**src/rtl/gaus_sched_pkg.sv**
```systemverilog
// Shared types and constants for the Gaussian-filter frame scheduler:
// FSM state encoding, err_status bit positions and the frame counter width.
package gaus_sched_pkg;

  typedef enum logic [1:0] {
    IDLE   = 2'd0,
    ACTIVE = 2'd1,
    FLUSH  = 2'd2
  } sched_state_e;

  localparam int ERR_LINE = 0;  // line length differs from IMG_WIDTH / stray beat while draining
  localparam int ERR_SOF  = 1;  // start of frame arrived before the frame was complete
  localparam int ERR_WDOG = 2;  // input went idle for too long inside a frame
  localparam int ERR_W    = 3;

  localparam int FCNT_W   = 16;

endpackage

```
**src/rtl/gaus_sched_wdog.sv**
```systemverilog
// Idle watchdog for the frame scheduler: counts consecutive cycles without
// a beat while armed, clears on any beat or when disarmed, and flags expiry
// on the cycle the idle run reaches WDOG_CYC. Only instantiated when
// GAUS_SCHED_WDOG_EN is defined.
module gaus_sched_wdog #(
  parameter int WDOG_CYC = 4096
) (
  input  logic clk,
  input  logic rst_n,
  input  logic enable,
  input  logic beat,
  output logic expire
);

  localparam int IW = $clog2(WDOG_CYC + 1);

  logic [IW-1:0] idle_r;

  // Expiry is raised on the idle cycle that completes the WDOG_CYC-long run.
  assign expire = enable && !beat && (idle_r == IW'(WDOG_CYC - 1));

  // Consecutive-idle counter; any beat, disarm or expiry restarts the run.
  always_ff @(posedge clk or negedge rst_n) begin
    if (!rst_n) begin
      idle_r <= '0;
    end else if (!enable || beat || expire) begin
      idle_r <= '0;
    end else begin
      idle_r <= idle_r + IW'(1);
    end
  end

endmodule

```
**src/rtl/gaus_frame_sched.sv**
```systemverilog
// Frame-level controller for the 3x3 Gaussian filter stage.
// Watches the AXI-Stream sideband at the filter input, latches the software
// enable request only at accepted start-of-frame, tracks line/column
// position, flags geometry errors and pulses frame_done once the filter
// pipeline has drained (PIPE_LAT cycles after the last end-of-line).
// Optional idle watchdog: define GAUS_SCHED_WDOG_EN.
module gaus_frame_sched
  import gaus_sched_pkg::*;
#(
  parameter int IMG_WIDTH  = 640,
  parameter int IMG_HEIGHT = 480,
  parameter int PIPE_LAT   = 5,
  parameter int CNT_W      = 12,
  parameter int WDOG_CYC   = 4096
) (
  input  logic              pixel_clk,
  input  logic              rst_n,
  input  logic              gaus_en_req,
  input  logic              err_clr,
  input  logic              s_axis_tvalid,
  input  logic              s_axis_tuser,
  input  logic              s_axis_tlast,
  output logic              gaus_en,
  output logic              frame_active,
  output logic              frame_done,
  output logic [CNT_W-1:0]  line_cnt,
  output logic [CNT_W-1:0]  col_cnt,
  output logic [FCNT_W-1:0] frame_cnt,
  output logic [ERR_W-1:0]  err_status
);

  localparam int DRN_W = $clog2(PIPE_LAT + 1);
  localparam logic [CNT_W-1:0] WIDTH_C  = CNT_W'(IMG_WIDTH);
  localparam logic [CNT_W-1:0] HEIGHT_C = CNT_W'(IMG_HEIGHT);

  // Bits that can ever be set; the watchdog bit stays 0 without the watchdog.
`ifdef GAUS_SCHED_WDOG_EN
  localparam logic [ERR_W-1:0] ERR_MASK = 3'b111;
`else
  localparam logic [ERR_W-1:0] ERR_MASK = 3'b011;
`endif

  // Geometry must fit the counters; reject bad configurations at elaboration.
  generate
    if (IMG_WIDTH < 1 || IMG_WIDTH >= (1 << CNT_W)) begin : g_bad_width
      $error("gaus_frame_sched: IMG_WIDTH must be in 1 .. 2**CNT_W-1");
    end
    if (IMG_HEIGHT < 1 || IMG_HEIGHT >= (1 << CNT_W)) begin : g_bad_height
      $error("gaus_frame_sched: IMG_HEIGHT must be in 1 .. 2**CNT_W-1");
    end
    if (PIPE_LAT < 1) begin : g_bad_lat
      $error("gaus_frame_sched: PIPE_LAT must be at least 1");
    end
    if (WDOG_CYC < 1) begin : g_bad_wdog
      $error("gaus_frame_sched: WDOG_CYC must be at least 1");
    end
  endgenerate

  sched_state_e      state_r, state_nxt;
  logic              gaus_en_r, gaus_en_nxt;
  logic              active_r, active_nxt;
  logic              done_r, done_nxt;
  logic [CNT_W-1:0]  line_r, line_nxt;
  logic [CNT_W-1:0]  col_r, col_nxt;
  logic [FCNT_W-1:0] fcnt_r, fcnt_nxt;
  logic [ERR_W-1:0]  err_r, err_nxt;
  logic [DRN_W-1:0]  drain_r, drain_nxt;
  logic [ERR_W-1:0]  err_set_s;
  logic              beat_s;
  logic              sof_s;
  logic              eol_s;
  logic              wdog_expire_s;

  // Sideband is only meaningful on a beat.
  assign beat_s = s_axis_tvalid;
  assign sof_s  = s_axis_tvalid & s_axis_tuser;
  assign eol_s  = s_axis_tvalid & s_axis_tlast;

`ifdef GAUS_SCHED_WDOG_EN
  gaus_sched_wdog #(
    .WDOG_CYC (WDOG_CYC)
  ) u_wdog (
    .clk    (pixel_clk),
    .rst_n  (rst_n),
    .enable (state_r == ACTIVE),
    .beat   (beat_s),
    .expire (wdog_expire_s)
  );
`else
  assign wdog_expire_s = 1'b0;
`endif

  // Next-state, counter and error-event decode for the frame FSM.
  always_comb begin
    state_nxt   = state_r;
    gaus_en_nxt = gaus_en_r;
    line_nxt    = line_r;
    col_nxt     = col_r;
    fcnt_nxt    = fcnt_r;
    drain_nxt   = drain_r;
    done_nxt    = 1'b0;
    err_set_s   = '0;

    case (state_r)
      IDLE: begin
        if (sof_s) begin
          state_nxt   = ACTIVE;
          gaus_en_nxt = gaus_en_req;
          line_nxt    = '0;
          col_nxt     = CNT_W'(1);
        end else begin
          state_nxt = IDLE;
        end
      end

      ACTIVE: begin
        if (sof_s) begin
          // Premature SOF restarts the frame; it wins over a coincident tlast.
          err_set_s[ERR_SOF] = 1'b1;
          state_nxt          = ACTIVE;
          gaus_en_nxt        = gaus_en_req;
          line_nxt           = '0;
          col_nxt            = CNT_W'(1);
        end else if (eol_s) begin
          err_set_s[ERR_LINE] = ((col_r + CNT_W'(1)) != WIDTH_C);
          col_nxt             = '0;
          line_nxt            = line_r + CNT_W'(1);
          if ((line_r + CNT_W'(1)) == HEIGHT_C) begin
            state_nxt = FLUSH;
            drain_nxt = DRN_W'(PIPE_LAT);
          end else begin
            state_nxt = ACTIVE;
          end
        end else if (beat_s) begin
          col_nxt   = col_r + CNT_W'(1);
          state_nxt = ACTIVE;
        end else if (wdog_expire_s) begin
          err_set_s[ERR_WDOG] = 1'b1;
          state_nxt           = IDLE;
        end else begin
          state_nxt = ACTIVE;
        end
      end

      FLUSH: begin
        drain_nxt = drain_r - DRN_W'(1);
        if (sof_s) begin
          // Back-to-back frame: finish the old one and open the new one now.
          done_nxt    = 1'b1;
          fcnt_nxt    = fcnt_r + FCNT_W'(1);
          state_nxt   = ACTIVE;
          drain_nxt   = '0;
          gaus_en_nxt = gaus_en_req;
          line_nxt    = '0;
          col_nxt     = CNT_W'(1);
        end else begin
          err_set_s[ERR_LINE] = beat_s;
          if (drain_r == DRN_W'(1)) begin
            done_nxt  = 1'b1;
            fcnt_nxt  = fcnt_r + FCNT_W'(1);
            state_nxt = IDLE;
            drain_nxt = '0;
          end else begin
            state_nxt = FLUSH;
          end
        end
      end

      default: begin
        state_nxt = IDLE;
        drain_nxt = '0;
      end
    endcase

    // Sticky errors: a new event beats a simultaneous clear.
    err_nxt    = ((err_r & ~{ERR_W{err_clr}}) | err_set_s) & ERR_MASK;
    active_nxt = (state_nxt != IDLE);
  end

  // FSM state register.
  always_ff @(posedge pixel_clk or negedge rst_n) begin
    if (!rst_n) begin
      state_r <= IDLE;
    end else begin
      state_r <= state_nxt;
    end
  end

  // Counters, error register and registered outputs.
  always_ff @(posedge pixel_clk or negedge rst_n) begin
    if (!rst_n) begin
      gaus_en_r <= 1'b0;
      active_r  <= 1'b0;
      done_r    <= 1'b0;
      line_r    <= '0;
      col_r     <= '0;
      fcnt_r    <= '0;
      err_r     <= '0;
      drain_r   <= '0;
    end else begin
      gaus_en_r <= gaus_en_nxt;
      active_r  <= active_nxt;
      done_r    <= done_nxt;
      line_r    <= line_nxt;
      col_r     <= col_nxt;
      fcnt_r    <= fcnt_nxt;
      err_r     <= err_nxt;
      drain_r   <= drain_nxt;
    end
  end

  assign gaus_en      = gaus_en_r;
  assign frame_active = active_r;
  assign frame_done   = done_r;
  assign line_cnt     = line_r;
  assign col_cnt      = col_r;
  assign frame_cnt    = fcnt_r;
  assign err_status   = err_r;

endmodule

```
**config.mk**
```make
export PLATFORM = sky130hd
export DESIGN_NAME = gaus_frame_sched
export DESIGN_NICKNAME = d
export VERILOG_FILES = /design/src/rtl/gaus_sched_pkg.sv /design/src/rtl/gaus_sched_wdog.sv /design/src/rtl/gaus_frame_sched.sv
export SDC_FILE = /design/constraint.sdc
export NUM_CORES = 1
export LEC_CHECK = 0
export CAP_MARGIN = 5
export CORE_AREA = 2 2 87 89
export CTS_BUF_LIST = sky130_fd_sc_hd__clkbuf_4
export DETAILED_ROUTE_END_ITERATION = 6
export DIE_AREA = 0 0 89 91
export HOLD_SLACK_MARGIN = 0.15
export SLEW_MARGIN = 20
export SYNTH_ARGS = -nofsm -noshare
export SYNTH_HDL_FRONTEND = slang
export SYNTH_SLANG_ARGS = --single-unit
```
**constraint.sdc**
```tcl
create_clock -name pixel_clk -period 3.18 [get_ports pixel_clk]
set_input_delay 0.636 -clock pixel_clk [delete_from_list [all_inputs] [get_ports pixel_clk]]
set_output_delay 0.636 -clock pixel_clk [all_outputs]
set_load 0.005 [all_outputs]
```
# After elaboration in Yosys (flattened, before gate mapping)
# Cells that the tools add are included.
[classes]
n_addsub = 4
n_mux = 33
eq_ne = 11
n_reduce_logical = 11
n_bitwise = 6
[op_table]
columns = ["cell", "count"]
rows = [
  ["12-bit two-way mux", 7],
  ["12-bit one-hot mux with 2 select lines", 2],
  ["16-bit two-way mux", 2],
  ["12-bit by 1-bit adder with 12-bit output (second input constant)", 2],
  ["16-bit by 1-bit adder with 16-bit output (second input constant)", 1],
  ["3-bit two-way mux", 5],
  ["12-bit by 9-bit == test with 1-bit output (second input constant)", 1],
  ["12-bit by 10-bit inequality test with 1-bit output (second input constant)", 1],
  ["2-bit two-way mux", 5],
  ["1-bit two-way mux", 9],
  ["3-bit one-hot mux with 3 select lines", 1],
  ["2-bit inequality test (second input constant)", 3],
  ["2-bit one-hot mux with 3 select lines", 1],
  ["3-bit AND reduction", 2],
  ["2-bit nonzero test", 3],
  ["4-bit inequality test (second input constant)", 1],
  ["2-bit AND reduction", 2],
  ["4-bit AND reduction", 1],
  ["3-bit by 1-bit == test with 1-bit output (second input constant)", 1],
  ["3-bit inequality test (second input constant)", 1],
  ["3-bit OR reduction", 1],
  ["3-bit by 1-bit subtractor with 3-bit output (second input constant)", 1],
  ["1-bit AND", 2],
  ["2-bit AND", 1],
  ["other kinds (9)", 9],
]
[totals]
output_inout_bits = 46
reg_bits = 50
wordCells = 74

# Logic depth before layout (Yosys ltp)
[logic_depth]
word_depth = 7
mapped_depth = 11
mapped_depth_nobuf = 9

# Worst setup path before layout
# No wires, ideal clock.
[synth_path]
path_kind = "register -> register"
startpoint = "register line_r[0] (netlist: line_cnt[0])"
endpoint = "register drain_r[2]"
slack_ns = 0.689
setup_time_ns = 0.069
required_ns = 3.111
stages_incl_launch_ff = 9
arrival_ns = 2.422
cell_sequence = "dfrtp_1 -> ha_1 -> and2_4 -> nand4_2 -> xor2_1 -> or4_1 -> or3_4 -> or3b_1 -> nand3_1"
[synth_via]
elab_chain_cells = 4
[synth_lines]
columns = ["item", "line_no", "source"]
rows = [
  ["from (decl)", "gaus_frame_sched.sv:63", "logic [CNT_W-1:0] line_r, line_nxt;"],
  ["from (signal assigned)", "gaus_frame_sched.sv:204", "line_r <= line_nxt;"],
  ["12-bit by 1-bit adder with 12-bit output", "gaus_frame_sched.sv:128", "if ((line_r + CNT_W'(1)) == HEIGHT_C) begin"],
  ["12-bit by 9-bit == test with 1-bit output", "gaus_frame_sched.sv:128", ""],
  ["2-bit inequality test (no line)", "-", ""],
  ["4-bit AND reduction (no line)", "-", ""],
  ["to (signal assigned)", "gaus_frame_sched.sv:208", "drain_r <= drain_nxt;"],
  ["to (decl)", "gaus_frame_sched.sv:67", "logic [DRN_W-1:0] drain_r, drain_nxt;"],
]
# Every way passes these cells.
# A chain may end at the register's enable or synchronous reset.

# Worst setup path after layout
# Ends and elaborated chain as after synthesis.

==> out/results.txt <==
count leader, synth -> dfrtp_1
Period minus WS final -> 2.658 ns
Syn Area/Cell -> 9.160 um2
worst skew pair latency -> 0.37 ns
RePlAce Congestion -> 0.8123
CTS tree -> built
unrepaired setup endpoints after global routing -> false
Iter 0 DRT Violations -> 168
Num CTS Buffers -> 5
DPL Wire Length -> 4.547 mm
Worst Setup Start Kind -> register
Final period util -> 0.8358
FP Rows -> 31
first-pass GRT wire length -> 10.35 mm
Post-CTS Resized -> 0
PortBufs -> 51
nets@finish -> 377
GRT overflow -> 0
Final ANT Viol Nets -> 0
Post-synth EDFFs -> 0
largest net degree at the start of global routing -> 27
Setup WS pre-CTS -> 0.5690 ns
DRT Wirelength -> 6.227 mm
Setup Buffers After CTS -> 0
Placeable Area -> 0.007137 mm2
Syn Nets -> 322
f_max -> 376.2 MHz
Hold Path Class -> input pin to asynchronous set/reset pin
async set-reset flop share out of synthesis -> 1.000
Seq/Total Area, Yosys -> 0.4478
Reg clk slew, reported paths -> 0.15 ns
met3 routed WL -> 313 um
Ys Warns -> 0
post-synth top area share -> 0.4478
Routed met2 length -> 2.722 mm
Synth Instances -> 305
Remaining DRCs -> 0
WP data required -> 3.49 ns
critical path class -> register to register
gr usage total -> 0.1574
Die Wd -> 89 um
DIE AREA -> 0.008099 mm2
pwr dens -> 466.5 mW/mm2
fraction of layout cells with a size suffix above 1 -> 0.06648
Critical Path AT -> 2.97 ns
synthesized cell area -> 0.002794 mm2
Final WS setup -> 0.5221 ns
Setup Skew -> 0.01480 ns
slew margin rel. -> 0.6423
routed length per instance -> 13.54 um
Crit Path Max Fanout -> 8
TNS Setup -> 0 ns
Slew @ Worst Pin -> 0.5366 ns
crit end category -> register
Post-synth top cells -> dfrtp_1, nand2_1, o21ai_0, nor2_1, nand3_1
Layout Utilization -> 0.4951
cell taking the most area after synthesis -> dfrtp_1
CTS Hold Bufs -> 0
highest routed layer -> met4
endpoints failing setup -> 0
drt via density -> 5.239
peak supply drop -> 0.2167 mV
clock root buffer -> clkbuf_4
M1 wire length -> 3.125 mm
leading post-synthesis cells by cell area -> dfrtp_1, o21ai_0, nand2_1
drt first pass iters -> 4
Layout fillers -> 699
Clock H-tree levels -> 2
static leakage -> 0.001491 uW
Synth Register Bits -> 50
Final Slew Violations -> 0
via count of the first global-routing pass -> 2146
CTS max path bufs -> 2
Max-Cap Viols -> 0
Starting Density -> 0.3915
Yosys cell types -> 48
Final Hold Fails -> 0
Reg2Reg Depth -> 8
Area Overhead vs Synth -> 26.47%
result of the run -> completed
Synth Flop Type -> dfrtp_1
clock tree sinks -> 50
total number of vias -> 2410
# IOs -> 53
antenna diode count -> 0
die height -> 91 um
initial antenna violation count -> 0
## path summary, 6_finish.rpt
check                      slack (ns)           from       endpoint
min reg2reg                      0.48  frame_cnt[15]  frame_cnt[15]
max                              0.52    line_cnt[0]     drain_r[2]
min                              0.22          rst_n   frame_cnt[5]
max in group asynchronous        2.21          rst_n     drain_r[2]
min in group pixel_clk           0.48  frame_cnt[15]  frame_cnt[15]
max reg2reg                      0.52    line_cnt[0]     drain_r[2]
## cells by family (layout without fill, tap and decap cells)
kind of cell / Yosys count / count (layout) / share of synthesized area
compound gates: 78 / 78 / 0.1787
xor+xnor: 21 / 21 / 0.06583
fa+ha+maj: 10 / 10 / 0.04478
buf+inv: 18 / 74 / 0.02687
flops: 50 / 50 / 0.4478
mux: 3 / 3 / 0.01164
other cells: 1 / 1 / 0.001342
simple gates: 124 / 124 / 0.2230
## report_power, final
group | internal (uW) | switching [uW] | total [uW]
Clock | 246 | 214 | 460
Sequential | 688 | 81.0 | 769
Combinational | 200 | 220 | 420
Total | 1130 | 515 | 1650
## metrics by stage
stage | power, uW | area, um2 | instances | hold WS, ns
2_1_floorplan | 1011 | 2794 | 305 | 0.3404
3_3_place_gp | 1196 | 3427 | 452 | 0.4629
3_5_place_dp | 1200 | 3427 | 452 | 0.4753
4_1_cts | 1665 | 3533 | 460 | 0.2259
5_1_grt | 1750 | 3533 | 460 | 0.2379
6_report | 1648 | 3533 | 460 | 0.2190
## worst max-delay path, cell delays in order (launching register included)
cell,delay (ns)
dfrtp_1,0.51
ha_1,0.28
and2_4,0.20
nand4_2,0.11
xor2_1,0.17
or4_1,0.55
or3_4,0.37
or3b_1,0.35
nand3_1,0.07
## metal layers
layer | up-vias | global-route usage
met2 | 66 | 0.2239
met1 | 1136 | 0.2434
li1 | 1204 | -
met4 | 0 | 0.04229
met5 | - | 0
met3 | 4 | 0.02909
## layout make-up
| class | instances | area [um2] | share of cell area |
|---|---|---|---|
| clock buffers | 5 | 37.54 | 0.01062 |
| clock inverters | 3 | 68.82 | 0.01948 |
| inverters | 9 | 33.78 | 0.009561 |
| multi-input cells | 237 | 1468 | 0.4154 |
| flip-flops and latches | 50 | 1251 | 0.3541 |
| well taps | 99 | 123.9 | 0.03506 |
| repair buffers | 57 | 550.5 | 0.1558 |
## layout by cell type, fill, tap and decap left out, drive strengths merged, types with 10 or more instances in the layout
cell type / instances
xnor2: 11
dfrtp: 50
xor2: 10
o21ai: 32
nand2: 38
ha: 10
o31ai: 10
clkdlybuf4s50: 50
nor2: 24
nand3: 22
## sequential cells by signal (all words and copies together) (netlist names)
name	count
col_cnt	12
drain_r	3
err_status	2
frame_active	1
frame_cnt	16
frame_done	1
gaus_en	1
line_cnt	12
state_r	2
Power figures use the tool's default switching activity.
